**config.mk**
```make
export PLATFORM = sky130hd
export DESIGN_NAME = wb_mcu_master
export DESIGN_NICKNAME = d
export VERILOG_FILES = /design/src/rtl/wb_mcu_master.sv
export SDC_FILE = /design/constraint.sdc
export NUM_CORES = 1
export LEC_CHECK = 0
export BUFFER_PORTS_ARGS = -buffer_cell sky130_fd_sc_hd__buf_2
export CORE_UTILIZATION = 49
export CTS_CLUSTER_SIZE = 25
export DETAILED_ROUTE_END_ITERATION = 12
export PLACE_DENSITY = 0.76
export SYNTH_ARGS = -nofsm -noshare
export SYNTH_HDL_FRONTEND = slang
export SYNTH_SLANG_ARGS = --single-unit
```
**constraint.sdc**
```tcl
create_clock -name clk_i -period 2.3 [get_ports clk_i]
set_input_delay 0.115 -clock clk_i [delete_from_list [all_inputs] [get_ports clk_i]]
set_output_delay 0.115 -clock clk_i [all_outputs]
set_load 0.1 [all_outputs]
```
**src/rtl/wb_mcu_master.sv**
```systemverilog
// wb_mcu_master: MCU async SRAM-style bus to Wishbone master bridge.
// Synchronises strobes, steers byte lanes, one WB cycle per MCU strobe.
module wb_mcu_master #(
  parameter int ADR_WIDTH = 11,
  parameter int TIMEOUT   = 255
) (
  input  logic                 clk_i,
  input  logic                 rst_n,
  input  logic                 mcu_ncs,
  input  logic                 mcu_nwe,
  input  logic                 mcu_nrd,
  input  logic [ADR_WIDTH-1:0] mcu_addr,
  input  logic [7:0]           mcu_data_i,
  output logic [7:0]           mcu_data_o,
  output logic                 mcu_data_oe,
  output logic                 wb_cyc_o,
  output logic                 wb_stb_o,
  output logic                 wb_we_o,
  output logic [ADR_WIDTH-2:0] wb_adr_o,
  output logic [15:0]          wb_dat_o,
  output logic [1:0]           wb_sel_o,
  input  logic [15:0]          wb_dat_i,
  input  logic                 wb_ack_i,
  output logic                 busy_o,
  output logic                 timeout_o,
  input  logic                 err_clr_i
);

  typedef enum logic [1:0] {IDLE, WR, RD, REL} state_t;

  localparam logic [7:0] TO_CNT = 8'(TIMEOUT);

  state_t               state, state_d;
  logic [2:0]           wr_sync, rd_sync;
  logic                 wr_fall, rd_fall, released;
  logic                 cyc_d, we_d, to_d;
  logic                 clr_pend, pend_d;
  logic [ADR_WIDTH-2:0] adr_d;
  logic [15:0]          dat_d;
  logic [1:0]           sel_d;
  logic [7:0]           rdat_d;
  logic [7:0]           cnt, cnt_d, cnt_inc;

  // [0]/[1] form the synchroniser, [2] keeps history for edge detect
  always_ff @(posedge clk_i or negedge rst_n) begin
    if (!rst_n) begin
      wr_sync <= 3'b111;
      rd_sync <= 3'b111;
    end else begin
      wr_sync <= {wr_sync[1:0], mcu_ncs | mcu_nwe};
      rd_sync <= {rd_sync[1:0], mcu_ncs | mcu_nrd};
    end
  end

  assign wr_fall  = wr_sync[2] & ~wr_sync[1];
  assign rd_fall  = rd_sync[2] & ~rd_sync[1];
  assign released = wr_sync[1] & rd_sync[1];
  assign cnt_inc  = cnt + 8'd1;

  assign mcu_data_oe = !(mcu_ncs | mcu_nrd);
  assign wb_stb_o    = wb_cyc_o;
  assign busy_o      = (state != IDLE);

  always_ff @(posedge clk_i or negedge rst_n) begin
    if (!rst_n) begin
      state      <= IDLE;
      wb_cyc_o   <= 1'b0;
      wb_we_o    <= 1'b0;
      wb_adr_o   <= '0;
      wb_dat_o   <= '0;
      wb_sel_o   <= '0;
      mcu_data_o <= 8'h00;
      timeout_o  <= 1'b0;
      clr_pend   <= 1'b0;
      cnt        <= '0;
    end else begin
      state      <= state_d;
      wb_cyc_o   <= cyc_d;
      wb_we_o    <= we_d;
      wb_adr_o   <= adr_d;
      wb_dat_o   <= dat_d;
      wb_sel_o   <= sel_d;
      mcu_data_o <= rdat_d;
      timeout_o  <= to_d;
      clr_pend   <= pend_d;
      cnt        <= cnt_d;
    end
  end

  always_comb begin
    state_d = state;
    cyc_d   = wb_cyc_o;
    we_d    = wb_we_o;
    adr_d   = wb_adr_o;
    dat_d   = wb_dat_o;
    sel_d   = wb_sel_o;
    rdat_d  = mcu_data_o;
    to_d    = timeout_o;
    pend_d  = clr_pend;
    cnt_d   = cnt;
    unique case (state)
      IDLE: begin
        if (err_clr_i | clr_pend) begin
          to_d   = 1'b0;
          pend_d = 1'b0;
        end
        if (wr_fall | rd_fall) begin
          cyc_d   = 1'b1;
          we_d    = wr_fall;
          adr_d   = mcu_addr[ADR_WIDTH-1:1];
          sel_d   = mcu_addr[0] ? 2'b10 : 2'b01;
          cnt_d   = '0;
          state_d = wr_fall ? WR : RD;
          if (wr_fall)
            dat_d = {mcu_data_i, mcu_data_i};
        end
      end
      WR, RD: begin
        if (err_clr_i)
          pend_d = 1'b1;
        if (wb_ack_i) begin
          cyc_d   = 1'b0;
          we_d    = 1'b0;
          state_d = REL;
          if (state == RD)
            rdat_d = wb_sel_o[1] ? wb_dat_i[15:8] : wb_dat_i[7:0];
        end else if (cnt_inc == TO_CNT) begin
          // a timeout outranks any clear requested alongside it
          cyc_d   = 1'b0;
          we_d    = 1'b0;
          to_d    = 1'b1;
          pend_d  = 1'b0;
          state_d = REL;
          if (state == RD)
            rdat_d = 8'hFF;
        end else begin
          cnt_d = cnt_inc;
        end
      end
      REL: begin
        if (err_clr_i)
          pend_d = 1'b1;
        if (released)
          state_d = IDLE;
      end
      default: state_d = IDLE;
    endcase
  end

endmodule
```
==> results of run 1 <==
[kinds of logic after synthesis]
logic type / after synthesis
AND/OR/NAND/NOR: 33
adder cells (fa/ha/maj): 6
flip-flops: 48
buffers and inverters: 26
AO/OA/AOI/OAI: 46
multiplexers: 28
XOR/XNOR: 2
[registers in the layout (all words and copies together), names as in the netlist, 2 cells and up]
register and count:
cnt 8, state 2, wb_sel_o 2, rd_sync 3
mcu_data_o 8, wb_dat_o 8, wr_sync 3, wb_adr_o 10
[path summary, 6_finish.rpt]
kind | startpoint | to | slack (ps)
worst max-delay path | cnt[0] | mcu_data_o[6] | 260
min in group asynchronous | rst_n | mcu_data_o[1] | 260
worst min-delay path | mcu_nwe | wr_sync[0] | 8
worst max register to register | cnt[0] | mcu_data_o[6] | 260
worst min register to register | wr_sync[0] | wr_sync[1] | 360
max in group asynchronous | rst_n | wr_sync[2] | 1270
[through the flow]
| stage | instances | instance area [sq um] | util |
|---|---|---|---|
| floorplan | 189 | 2300 | - |
| global placement | 312 | 2710 | 0.610 |
| detailed placement | 312 | 2710 | 0.610 |
| CTS | 321 | 2850 | 0.642 |
| global route | 321 | 2850 | 0.642 |
| finish | 321 | 2850 | 0.642 |
[critical path, cell delays in order, from the launching register on]
cell,delay [ps]
dfrtp_1,430
ha_1,250
xnor2_1,130
or3_4,390
o21ai_4,250
and3_1,180
buf_4,180
a2bb2oi_2,150
[routing by layer]
layer	vias up	track usage	wire (um)
met5	-	0	0
met4	0	0.0689	77
met3	7	0.0313	225
met2	59	0.325	2320
met1	850	0.259	2020
li1	824	-	-
[layout by cell type (no fill, tap or decap), types with 5 or more instances in the layout]
master and instances:
buf_2 83, dfrtp_1 42, mux2_2 19, inv_1 10, o21ai_0 10, mux2i_1 9
nand2_1 8, a2bb2oi_2 8, a21oi_1 7, ha_1 6, dfstp_2 6, nand3_1 5
clkbuf_8 5
[cell type report]
type | instances | area (sq um) | share of cell area
clock buffers | 6 | 72.6 | 0.0254
clock inverters | 2 | 60.1 | 0.0210
inverters | 10 | 37.5 | 0.0132
multi-input cells | 115 | 955 | 0.335
flip-flops and latches | 48 | 1210 | 0.423
well taps | 52 | 65.1 | 0.0228
repair buffers | 88 | 455 | 0.160
==> qor.yml, run 1 <==
drcViolationCount: 14
drive_gt1_frac: 0.502
critical_path_class: "flop to flop"
n_antenna_cell: 0
ctsResizeCount: 0
synth-edff-count: 0
vias_per_cell: 5.42
relSlewSlack: 0.639
yosysMostFrequentCell: "dfrtp_1"
synthArstFlopShare: 1.00
hold_path_depth: 2
fmax_mhz: 491
final.fill_count: 376
tightest_slew_ps: 541
hold_class: "input pin to flop"
firstDrtPassIters: 8
dp_hpwl_um: 3430
synthFlopType: "dfrtp_1"
die_w_um: 70.6
yosysWarnings: 0
crit_path_start_kind: "flop"
overflow: 0
synth-compound-area-share: 0.164
design.die.area_sq_mm: 0.00498
core.rowCount: 24
path_clk_slew_ps: 80
syn_nets: 237
synth_top_family_by_area: "compound AO/OA/AOI/OAI gates"
crit_fanout: 8
finalHoldViolCount: 0
initial_core_util: 0.518
status: "complete, but fails checks"
dpl_worst_slack_ps: 270
wl_per_cell_um: 14.5
syn_area_per_cell_sq_um: 12.2
ff2ff_path_depth: 7
drv_cap: 0
synthTopCellsByArea: "dfrtp_1 (46%), mux2_2 (9.3%), dfstp_2 (6.8%)"
core_sq_mm: 0.00444
synth_top_area_frac: 0.456
failed_checks: "DRC"
grtUsageTotal: 0.194
post_synth_num_cell_types: 44
gp_congestion: 0.801
setup_slack_ps: 262
synth_adder_area_share: 0.0326
post_synth_and_or_nand_nor_area_fraction: 0.0782
clock-root-buffer: "clkbuf_8"
whs_ps: 7.95
drtIter0Drc: 130
clkLatencyLatePin_ps: 300
cp_data_required_time_ps: 2520
fin_setup_tns_ps: 0
syn-cell-area_sq_mm: 0.00230
cts_tree: "done"
period_needed_ps: 2040
port_buffers: 83
synth_top_cell_by_area: "dfrtp_1"
area_growth_pct: 23.9
clockBufferDepth: 2
cts.htree.levels: 2
grt_pass1_wl_um: 7620
period_share: 0.886
grt_antenna_before_repair: 0
worstPathArrival_ps: 2260
ys_seq_area_frac: 0.525
num-nets-final: 316
muxShareOfSynthArea: 0.132
setup_violations: 0
cp-end-kind: "flop"
totalWireLength_um: 4640
die_height_um: 70.6
ios: 84
rsz0062_at_grt: "no"
synthTopCellsByCount: "dfrtp_1 (42), mux2_2 (19), inv_1 (10), o21ai_0 (10)"
ys_ff_latch: 48
clkSinkCount: 48
ant_nets: 0
netlist_instances: 189
num_vias: 1740
synth_xor_area_frac: 0.00760
first_global_vias: 1616
grt_max_degree: 34
drv_slew: 0
clock_skew_ps: 10.5
post_cts_buffers: 0
cts_buffers: 5
hold_buffers: 1
Power of run 1 is not shown: default switching activity piles up to over one toggle a cycle in this logic, so the estimate is an artifact.
==> inputs of run 2 (changes only) <==
Settings changed: CORE_UTILIZATION 49 to 45, PLACE_DENSITY 0.76 to 0.71, RECOVER_POWER set to 25.
==> run 2 against run 1 <==
The flow now finishes without violations. Maximum frequency down 0.69%. Non-clock buffer count up 2. Worst setup slack worse by 14 ps. Hold slack better by 11 ps. Final area up 1.4%. Largest cell class unchanged. Highest routed layer unchanged.
==> qor.yml, run 2 (synthesis results as in run 1) <==
status: "finished clean"  # was complete, but fails checks
die_w_um: 73.5  # was 70.6 um
hold_class: "input pin to flop"  # unchanged
grt_antenna_before_repair: 0  # unchanged
r2r_slack_ps: 250  # was 260 ps
worstPathBufferInverterCount: 0  # was 1
post_cts_buffers: 0  # unchanged
clkLatencyLatePin_ps: 300  # about the same
hold_buffers: 3  # was 1
crit_fanout: 8  # unchanged
grt_max_degree: 32  # was 34
num-nets-final: 318  # was 316
drv_slew: 0  # unchanged
area_growth_pct: 25.6  # was 23.9%
worst_r2r_startpoint: "cnt[0]"  # unchanged
crit_cells: 6  # was 7
largest_reg_flops: 10  # unchanged
ctsResizeCount: 0  # unchanged
drv_cap: 0  # unchanged
max_stage_delay_ps: 470  # was 430 ps
critical_path_class: "flop to flop"  # unchanged
gp_congestion: 0.894  # was 0.801
ios: 84  # unchanged
cts_buffers: 5  # unchanged
ant_nets: 0  # unchanged
path_clk_slew_ps: 90  # was 80 ps
rsz0062_at_grt: "no"  # unchanged
wl_per_cell_um: 13.7  # was 14.5 um
grt_pass1_wl_um: 7210  # was 7620 um
cts.htree.levels: 2  # unchanged
relSlewSlack: 0.234  # was 0.639
cp_slowest_cell: "and3_1"  # was dfrtp_1
core_sq_mm: 0.00482  # was 0.00444 sq mm
first_global_vias: 1512  # was 1,616
layout_commonest_cell: "buf_2"  # unchanged
clock-root-buffer: "clkbuf_8"  # unchanged
final_cell_area_sq_mm: 0.00289  # was 0.00285 sq mm
ff2ff_path_depth: 6  # was 7
critical-path-top-delay-family: "simple AND/OR/NAND/NOR gates"  # unchanged
hp-start: "mcu_nrd"  # was mcu_nwe
crit_end: "mcu_data_o[1]"  # was mcu_data_o[6]
tightest_slew_ps: 1150  # was 541 ps
cts_tree: "done"  # unchanged
totalWireLength_um: 4630  # was 4640 um
clockBufferDepth: 2  # unchanged
fin_setup_tns_ps: 0  # unchanged
clock_skew_ps: 5.16  # was 10.5 ps
drtIter0Drc: 75  # was 130
period_share: 0.892  # was 0.886
crit_path_start_kind: "flop"  # unchanged
n_antenna_cell: 0  # unchanged
cp_data_required_time_ps: 2530  # was 2520 ps
overflow: 0  # unchanged
r2r-end: "mcu_data_o[1]"  # was mcu_data_o[6]
period_needed_ps: 2050  # was 2040 ps
clkSinkCount: 48  # unchanged
worstSetupStartpoint: "cnt[0]"  # unchanged
worstPathArrival_ps: 2280  # was 2260 ps
core.rowCount: 25  # was 24
design.die.area_sq_mm: 0.00541  # was 0.00498 sq mm
firstDrtPassIters: 4  # was 8
dp_hpwl_um: 3470  # was 3430 um
initial_core_util: 0.478  # was 0.518
drcViolationCount: 0  # was 14
setup_violations: 0  # unchanged
die_height_um: 73.5  # was 70.6 um
num_vias: 1725  # was 1,740
port_buffers: 83  # unchanged
place_area_sq_mm: 0.00273  # was 0.00271 sq mm
drive_gt1_frac: 0.487  # was 0.502
final_cell_mix: "buf_2 (81), dfrtp_1 (42), mux2_2 (19)"  # was buf_2 (83), dfrtp_1 (42), mux2_2 (19)
cp-end-kind: "flop"  # unchanged
top_register: "wb_adr_o"  # unchanged
vias_per_cell: 5.10  # was 5.42
path_cells: "ha_1 > xnor2_1 > or3_4 > o21ai_4 > and3_1 > a2bb2oi_2"  # was ha_1 > xnor2_1 > or3_4 > o21ai_4 > and3_1 > buf_4 > a2bb2oi_2
finalHoldViolCount: 0  # unchanged
grtUsageTotal: 0.176  # was 0.194
fmax_mhz: 487  # was 491 MHz
==> run 2: worst min-delay path by stage <==
stage          slack, ps  depth (start not counted)    endpoint
3_3_place_gp          60                          1      cnt[5]
6_report              20                          2  rd_sync[0]
5_1_grt                7                          2  rd_sync[0]
3_5_place_dp          70                          1      cnt[5]
2_1_floorplan       -180                          0    clr_pend
4_1_cts               10                          2  rd_sync[0]
==> run 2: worst reg2reg max path, delay by kind of cell (launching register included) <==
family                     cells  cell delay, ps
xor gates and xnor gates       1             130
and+or+nand+nor                2             860
DFF                            1             430
adders and majority gates      1             250
AOI/OAI and AO/OA              2             320
==> run 2: final cells by class <==
class                      count  area (sq um)
clock buffer                   5          68.8
clock inverter                 3          68.8
fill                         411          1920
inverter                      10          37.5
multi-input combinational    115           955
sequential                    48          1210
tap                           67          83.8
timing repair buffer          90           470
==> run 2: layer usage <==
metal | share of wire | track usage | vias up
met5 | 0 | 0 | -
met4 | 0.014 | 0.0620 | 0
met3 | 0.059 | 0.0384 | 8
met2 | 0.50 | 0.282 | 64
met1 | 0.43 | 0.237 | 824
li1 | - | - | 829
==> run 2: metrics by stage <==
stage	utilization	hold slack (ps)	std cells	setup WS (ps)
6_report	0.601	19.0	338	248
5_1_grt	0.601	6.92	338	23.5
2_1_floorplan	-	-181	189	61.1
3_5_place_dp	0.567	68.7	327	264
3_3_place_gp	0.567	62.2	327	299
4_1_cts	0.602	11.2	338	241
Power of run 2 is left out for the same reason.
